<file path="config.mk">
export PLATFORM = sky130hd
export DESIGN_NAME = uart_tx
export DESIGN_NICKNAME = d
export VERILOG_FILES = /design/src/rtl/soc2_uart_pkg.sv /design/src/rtl/uart_baud_tick.sv /design/src/rtl/uart_tx.sv
export SDC_FILE = /design/constraint.sdc
export NUM_CORES = 1
export LEC_CHECK = 0
export CAP_MARGIN = 20
export CORE_UTILIZATION = 50
export CTS_BUF_LIST = sky130_fd_sc_hd__clkbuf_8
export DETAILED_ROUTE_END_ITERATION = 12
export PLACE_DENSITY = 0.79
export SLEW_MARGIN = 25
export SYNTH_ARGS = -nofsm -noshare
export SYNTH_HDL_FRONTEND = slang
export SYNTH_SLANG_ARGS = --single-unit
export TNS_END_PERCENT = 30
</file>
<file path="constraint.sdc">
create_clock -name clk -period 2.45 [get_ports clk]
set_input_delay 0.6125 -clock clk [delete_from_list [all_inputs] [get_ports clk]]
set_output_delay 0.6125 -clock clk [all_outputs]
set_load 0.02 [all_outputs]
</file>
<file path="src/rtl/soc2_uart_pkg.sv">
// Shared UART definitions: FSM state encoding and framing constants,
// common to uart_tx and the future uart_rx.
package soc2_uart_pkg;

    // 50 MHz system clock, 115200 baud.
    localparam int CLKS_PER_BIT_DEFAULT = 434;
    localparam int DATA_BITS            = 8;
    localparam int FRAME_BITS           = 10;   // start + 8 data + stop

    typedef enum logic [1:0] {
        ST_IDLE  = 2'd0,
        ST_START = 2'd1,
        ST_DATA  = 2'd2,
        ST_STOP  = 2'd3
    } uart_state_e;

endpackage

</file>
<file path="src/rtl/uart_baud_tick.sv">
// Bit-period counter: counts 0..CLKS_PER_BIT-1, restarts on request and
// flags the last cycle of each bit period.
module uart_baud_tick
    import soc2_uart_pkg::*;
#(
    parameter int CLKS_PER_BIT = CLKS_PER_BIT_DEFAULT
) (
    input  logic clk,
    input  logic resetn,
    input  logic restart,
    output logic tick
);
    localparam int             CNT_W = $clog2(CLKS_PER_BIT);
    localparam logic [CNT_W-1:0] LAST = CNT_W'(CLKS_PER_BIT - 1);

    logic [CNT_W-1:0] cnt;

    // Free-running bit counter, wrapping at the end of every bit period.
    always_ff @(posedge clk or negedge resetn) begin
        if (!resetn) begin
            cnt <= '0;
        end else if (restart || (cnt == LAST)) begin
            cnt <= '0;
        end else begin
            cnt <= cnt + CNT_W'(1);
        end
    end

    assign tick = (cnt == LAST);

endmodule

</file>
<file path="src/rtl/uart_tx.sv">
// 8N1 UART transmitter with a one-byte holding register behind the shift
// register, so a second byte can be queued while a frame is on the line.
module uart_tx
    import soc2_uart_pkg::*;
#(
    parameter int CLKS_PER_BIT = CLKS_PER_BIT_DEFAULT
) (
    input  logic        clk,
    input  logic        resetn,
    input  logic [7:0]  tx_data,
    input  logic        tx_data_valid,
    output logic        tx_data_ack,
    output logic        tx_busy,
    output logic        tx_hold_full,
    output logic        tx_overrun,
    input  logic        overrun_clr,
    output logic        txd,
    output uart_state_e dbg_state
);
    localparam logic [2:0] BIT_LAST = 3'(DATA_BITS - 1);

    uart_state_e state, state_next;
    logic [2:0]  bit_idx, bit_idx_next;
    logic [7:0]  shift_q, shift_next;
    logic [7:0]  hold_q, hold_next;
    logic        hold_full_q, hold_full_next;
    logic        overrun_q;
    logic        overrun_set;
    logic        txd_q, txd_next;
    logic        wr_armed_q;
    logic        wr;
    logic        tick;
    logic        frame_end;
    logic        baud_restart;

    // A write coincident with reset release is ignored.
    assign wr        = tx_data_valid & wr_armed_q;
    assign frame_end = (state == ST_STOP) && tick;

    // Counter sits at 0 in IDLE and restarts on every state change.
    assign baud_restart = (state == ST_IDLE) || (state_next != state);

    uart_baud_tick #(
        .CLKS_PER_BIT (CLKS_PER_BIT)
    ) u_baud_tick (
        .clk     (clk),
        .resetn  (resetn),
        .restart (baud_restart),
        .tick    (tick)
    );

    // Next-state, datapath and holding-register decisions.
    always_comb begin
        state_next     = state;
        bit_idx_next   = bit_idx;
        shift_next     = shift_q;
        hold_next      = hold_q;
        hold_full_next = hold_full_q;
        overrun_set    = 1'b0;
        txd_next       = 1'b1;

        case (state)
            ST_IDLE: begin
                if (wr) begin
                    state_next = ST_START;
                    shift_next = tx_data;
                end
            end
            ST_START: begin
                if (tick) begin
                    state_next   = ST_DATA;
                    bit_idx_next = 3'd0;
                end
            end
            ST_DATA: begin
                if (tick) begin
                    if (bit_idx == BIT_LAST) begin
                        state_next = ST_STOP;
                    end else begin
                        bit_idx_next = bit_idx + 3'd1;
                        shift_next   = {1'b0, shift_q[7:1]};
                    end
                end
            end
            ST_STOP: begin
                if (tick) begin
                    if (hold_full_q) begin
                        // Held byte goes out next; a write in this same cycle
                        // refills the holding register instead of overrunning.
                        state_next     = ST_START;
                        shift_next     = hold_q;
                        hold_full_next = wr;
                        if (wr) begin
                            hold_next = tx_data;
                        end
                    end else if (wr) begin
                        state_next = ST_START;
                        shift_next = tx_data;
                    end else begin
                        state_next = ST_IDLE;
                    end
                end
            end
            default: state_next = ST_IDLE;
        endcase

        // Writes during a frame (other than at its last cycle) queue or drop.
        if (wr && (state != ST_IDLE) && !frame_end) begin
            if (!hold_full_q) begin
                hold_next      = tx_data;
                hold_full_next = 1'b1;
            end else begin
                overrun_set = 1'b1;
            end
        end

        case (state_next)
            ST_START: txd_next = 1'b0;
            ST_DATA:  txd_next = shift_next[0];
            default:  txd_next = 1'b1;
        endcase
    end

    // State, datapath, flags and the registered serial line.
    always_ff @(posedge clk or negedge resetn) begin
        if (!resetn) begin
            state       <= ST_IDLE;
            bit_idx     <= 3'd0;
            shift_q     <= 8'h00;
            hold_q      <= 8'h00;
            hold_full_q <= 1'b0;
            overrun_q   <= 1'b0;
            txd_q       <= 1'b1;
            wr_armed_q  <= 1'b0;
        end else begin
            state       <= state_next;
            bit_idx     <= bit_idx_next;
            shift_q     <= shift_next;
            hold_q      <= hold_next;
            hold_full_q <= hold_full_next;
            txd_q       <= txd_next;
            wr_armed_q  <= 1'b1;
            if (overrun_set) begin
                overrun_q <= 1'b1;
            end else if (overrun_clr) begin
                overrun_q <= 1'b0;
            end
        end
    end

    assign txd          = txd_q;
    assign tx_busy      = (state != ST_IDLE);
    assign tx_data_ack  = frame_end;
    assign tx_hold_full = hold_full_q;
    assign tx_overrun   = overrun_q;
    assign dbg_state    = state;

endmodule

</file>
# Word level (Yosys, flattened, before mapping)
# Index checks and enable logic that the tools add are counted.
totals:
  register_bits: 34
  latch_bits: 0
  ram_bits: 0
  rom_bits: 0
  elab_cells: 73
  mem_count: 0
classes:
  n_addsub: 2
  n_mul: 0
  n_div: 0
  magnitude_cmp: 0
  eq_ne: 12
  shift: 0
  muxes: 35
  bitwise: 1
  reduce_logical: 13
ops:
  columns: ["operator", "count"]
  rows:
  - ["two-way mux 8 bit", 11]
  - ["one-hot mux 8 bit (3 select lines)", 1]
  - ["two-way mux 1 bit", 11]
  - ["two-way mux 2 bit", 5]
  - ["adder 9 x 1 -> 9 bit, second input constant", 1]
  - ["equality test 9 bit, second input constant", 1]
  - ["two-way mux 3 bit", 3]
  - ["two-way mux 9 bit", 1]
  - ["!= test 2 bit, second input constant", 4]
  - ["one-hot mux 2 bit (4 select lines)", 1]
  - ["AND reduction 4 bit", 2]
  - ["equality test 2 bit, second input constant", 3]
  - ["one-hot mux 3 bit (2 select lines)", 1]
  - ["nonzero test 2 bit", 3]
  - ["equality test 2 x 1 -> 1 bit, second input constant", 2]
  - ["adder 3 x 1 -> 3 bit, second input constant", 1]
  - ["equality test 3 bit, second input constant", 1]
  - ["logical AND 1 bit", 3]
  - ["nonzero test 3 bit", 1]
  - ["zero test 2 bit", 1]
  - ["logical OR 1 bit", 2]
  - ["!= test 2 bit", 1]
  - ["one-hot mux 1 bit (2 select lines)", 1]
  - ["AND 1 bit", 1]
  - ["zero test 1 bit", 1]

# Logic depth before layout (Yosys ltp)
depth:
  word_depth: 9
  ltp_mapped: 7

# Modules after synthesis
# Synthesis repeated with hierarchy kept, for this count alone.
hier_totals:
  hier_cells: 162
  hier_area_um2: 1794.2
by_module_without_submodules:
  columns: ["module", "n_inst", "cells_each", "area_per_inst_um2", "seq_area_each_um2"]
  rows:
  - ["uart_tx", 1, 114, 1308.8, 626.9]
  - ["uart_baud_tick", 1, 48, 485.5, 225.2]

# Worst setup path after synthesis
# Ideal clock, no wire load.
synth_timing:
  path_kind: "flip-flop to output port"
  from: "register u_baud_tick.cnt[1]"
  to: "output port tx_data_ack"
  arrival_ns: 1.334
  required_time_ns: 1.837
  path_slack_ns: 0.504
  stages_incl_launch_ff: 6
  path_cell_list: "dfrtp_1 -> inv_1 -> ha_1 -> and4bb_2 -> nand2_4 -> nor2_1"
synth_via:
  elab_chain_cells: 2
synth_lines:
  columns: ["element", "line_no", "rtl"]
  rows:
  - ["from (decl)", "uart_baud_tick.sv:16", "logic [CNT_W-1:0] cnt;"]
  - ["from (signal assigned)", "uart_baud_tick.sv:25", "cnt <= cnt + CNT_W'(1);"]
  - ["equality test 9 bit", "uart_baud_tick.sv:29", "assign tick = (cnt == LAST);"]
  - ["logical AND 1 bit", "uart_tx.sv:38", "assign frame_end = (state == ST_STOP) && tick;"]
  - ["to (decl)", "uart_tx.sv:12", "output logic tx_data_ack,"]
# Every way passes these cells.

# Final worst setup path
layout_timing:
  from: "register state[1], in the netlist dbg_state[1]"
  to: "output port tx_busy"
layout_via:
  elab_chain_cells: 1
layout_lines:
  columns: ["element", "line_no", "rtl"]
  rows:
  - ["from (decl)", "uart_tx.sv:22", "uart_state_e state, state_next;"]
  - ["from (signal assigned)", "uart_tx.sv:136", "state <= state_next;"]
  - ["nonzero test 2 bit", "uart_tx.sv:152", "assign tx_busy = (state != ST_IDLE);"]
  - ["to (decl)", "uart_tx.sv:13", "output logic tx_busy,"]
# Every way passes these cells.

==> key figures <==
Outcome
  – Outcome: finished, final reports clean

STA
  – RSZ-0062 raised after global routing: false
  – Hold Vio Cnt, Final: 0
  – Final max-slew violation count: 0
  – Clk_skew: 0.0146 ns
  – Worst Tran Pin Value: 0.670 ns
  – TNS Setup: 0 ns
  – Setup WS post-layout: 0.137 ns
  – Tmin final: 2.31 ns
  – Max-slew headroom: 54.8%
  – Fmax: 432 MHz
  – Fin crit share: 94.4%
  – Final setup vio count: 0

Layout
  – Share of layout cells above drive strength 1: 17.5%
  – Final instance area: 2120 µm²
  – ANT cells: 0
  – Finished Core Util: 62.9%
  – P&R area growth vs syn: 19.6%
  – Nets: 209
  – Fillcell total: 299
  – Non-filler cells, final: 240

Placement
  – Placed cell area: 2030 µm²
  – IO buf count: 18
  – Gpl congestion: 0.817
  – Dpl ws: 0.0916 ns
  – DP HPWL: 2680 µm
  – DP Cell Count: 232

Die
  – Die H: 61.5 µm
  – Row Count: 21
  – CORE AREA: 3360 µm²
  – DIE WIDTH: 61.5 µm
  – Starting density of the core: 52.6%
  – Die area: 3780 µm²
  – Ports: 19

GRT
  – Initial antenna violation count: 0
  – GRT Residual Overflow: 0
  – Largest net degree at the start of global routing: 35
  – First-pass GRT wire length: 6220 µm
  – GRT Util Overall: 23.4%
  – Number of global-route vias before repair: 1,384

Synth
  – Simple-gate share of the synthesized area: 19.4%
  – Synth top area share: 46.7%
  – Post-synth EDFFs: 0
  – Synth Area in Compound Gates: 16.8%
  – Post-synthesis xor/xnor area fraction: 3.47%
  – Synth top area cells: dfrtp_1 (47%), mux2_2 (5.1%), nor2_1 (4.0%)
  – Post-synthesis async set-or-reset flop share: 100%
  – Largest area contributor in the netlist: dfrtp_1
  – Yosys cell types: 49
  – Syn Nets: 183
  – Synth Instances: 167
  – Multiplexer share of the synthesized area: 6.86%
  – Yosys warning total: 0
  – Mapped cell area: 1770 µm²
  – Flop and latch count out of synthesis: 34
  – Synthesized area per cell: 10.6 µm²
  – Seq/Total Area, Yosys: 48.2%
  – Commonest register cell after synthesis: dfrtp_1
  – Main combinational cell family by area after synthesis: simple AND/OR/NAND/NOR gates
  – Adder-Cell Fraction of Synth Area: 2.83%

Routing
  – DR vias/cell: 5.80
  – DRC viols: 0
  – Via count: 1,392
  – Routed Antenna Nets: 0
  – Avg WL per Cell: 15.3 µm
  – First-iteration detailed-routing DRC count: 59
  – Final wirelength: 3680 µm
  – Drt pass-1 iters: 5

Clock network
  – Htree depth: 2
  – Clk root buf: clkbuf_8
  – Cts-stage hold buffer count: 0
  – Sink Count: 34
  – Setup repair bufs after CTS: 0
  – Reg clk slew, reported paths: 0.08 ns
  – TritonCTS Buffers: 5
  – CTS tree: built
  – Clk buf depth: 2
  – Clk_lat worst skew: 0.30 ns

Power and ir drop
  – P_leak: 0.931 nW
  – VDD IR max: 0.000465 V
  – Power Density: 711 nW/µm²

Worst hold path
  – HP Class: flop to flop

Worst setup path
  – Critical path launch point type: flop
  – CP Capture Type: output port
  – WP buf/inv: 1
  – Max incr delay on CP: 0.65 ns
  – Delay-heaviest family, CP: buffers and inverters
  – Crit-path max FO: 9
  – Arrival time worst endpoint: 1.70 ns
  – Slowest CP cell: clkdlybuf4s50_1
  – CP Class: flop to output port
  – WP data required: 1.84 ns
  – CP cell instances: or2_1 -> clkdlybuf4s50_1

Run
  – MaxCap Viol Count: 0
metrics by stage:
stage | hold WS [ns] | power, mW
2_1_floorplan | 0.317 | 0.975
3_3_place_gp | 0.470 | 1.05
3_5_place_dp | 0.481 | 1.08
4_1_cts | 0.491 | 1.52
5_1_grt | 0.532 | 1.59
6_report | 0.491 | 1.50
layer usage:
metal | part of all wire [%] | GRT usage (%) | vias up
met4 | 2.2 | 13.3 | 0
met1 | 40 | 26.8 | 689
met2 | 53 | 38.6 | 38
li1 | - | - | 656
met3 | 5.0 | 7.56 | 9
met5 | 0 | 0 | -
path summary, 6_finish.rpt:
| kind | from | endpoint | slack (ns) | cells past startpoint |
|---|---|---|---|---|
| hold / removal | bit_idx[0] | bit_idx[0] | 0.49 | 1 |
| setup / recovery | dbg_state[1] | tx_busy | 0.14 | 2 |
| hold reg to reg | bit_idx[0] | bit_idx[0] | 0.49 | 1 |
| max in group asynchronous | resetn | txd | 1.41 | 2 |
| min in group asynchronous | resetn | bit_idx[2] | 0.71 | 2 |
| setup reg to reg | u_baud_tick.cnt[1] | hold_q[7] | 0.36 | 8 |
flip-flops by register name, indices dropped and copies added (netlist names):
name	count
tx_overrun	1
txd	1
bit_idx	3
hold_q	8
wr_armed_q	1
shift_q	8
u_baud_tick.cnt	9
tx_hold_full	1
dbg_state	2
cells by family after synthesis:
| logic type | count (synthesis) |
|---|---|
| AOI/OAI and AO/OA | 38 |
| xor gates and xnor gates | 7 |
| adders and majority gates | 4 |
| buffers and inverters | 10 |
| DFF | 34 |
| muxes | 11 |
| other | 1 |
| and+or+nand+nor | 62 |
synthesized netlist by cell type (all sizes together), types with 4 or more instances:
cell,n
inv,5
dfrtp,33
a21oi,5
a22o,6
ha,4
a221o,6
nor2,21
nand2,17
xnor2,5
nand3,7
mux2,9
o21ai,8
power by group:
group	leakage [nW]	switching, mW	total [mW]	internal [mW]
clock	0.0524	0.209	0.431	0.222
sequential	0.422	0.108	0.785	0.678
combinational	0.457	0.122	0.288	0.166
layout by cell type, fill, tap and decap left out, drive strengths merged, types with 2 or more instances in the layout:
cell type	count
dfrtp	33
nor2	21
clkdlybuf4s50	17
nand2	17
mux2	9
o21ai	8
nand3	7
clkbuf	7
a22o	6
a221o	6
buf	6
inv	6
xnor2	5
a21oi	5
ha	4
nand2b	3
a31oi	3
nor3	3
mux2i	2
xor2	2
a21o	2
nor2b	2
or2	2
layout make-up:
type                    instances  area [µm²]  share of cell area (%)
clock inverters                 2        8.76                   0.414
inverters                       5        18.8                   0.887
well taps                      46        57.6                    2.72
multi-input cells             123         876                    41.4
repair buffers                 24         220                    10.4
flip-flops and latches         34         852                    40.3
clock buffers                   6        82.6                    3.90
what timing repair did:
action,CTS,global route
gates resized for setup,1,2
endpoints found under the hold margin,0,0
setup endpoints to repair,1,1
No activity file was read; power rests on OpenSTA's default activity.
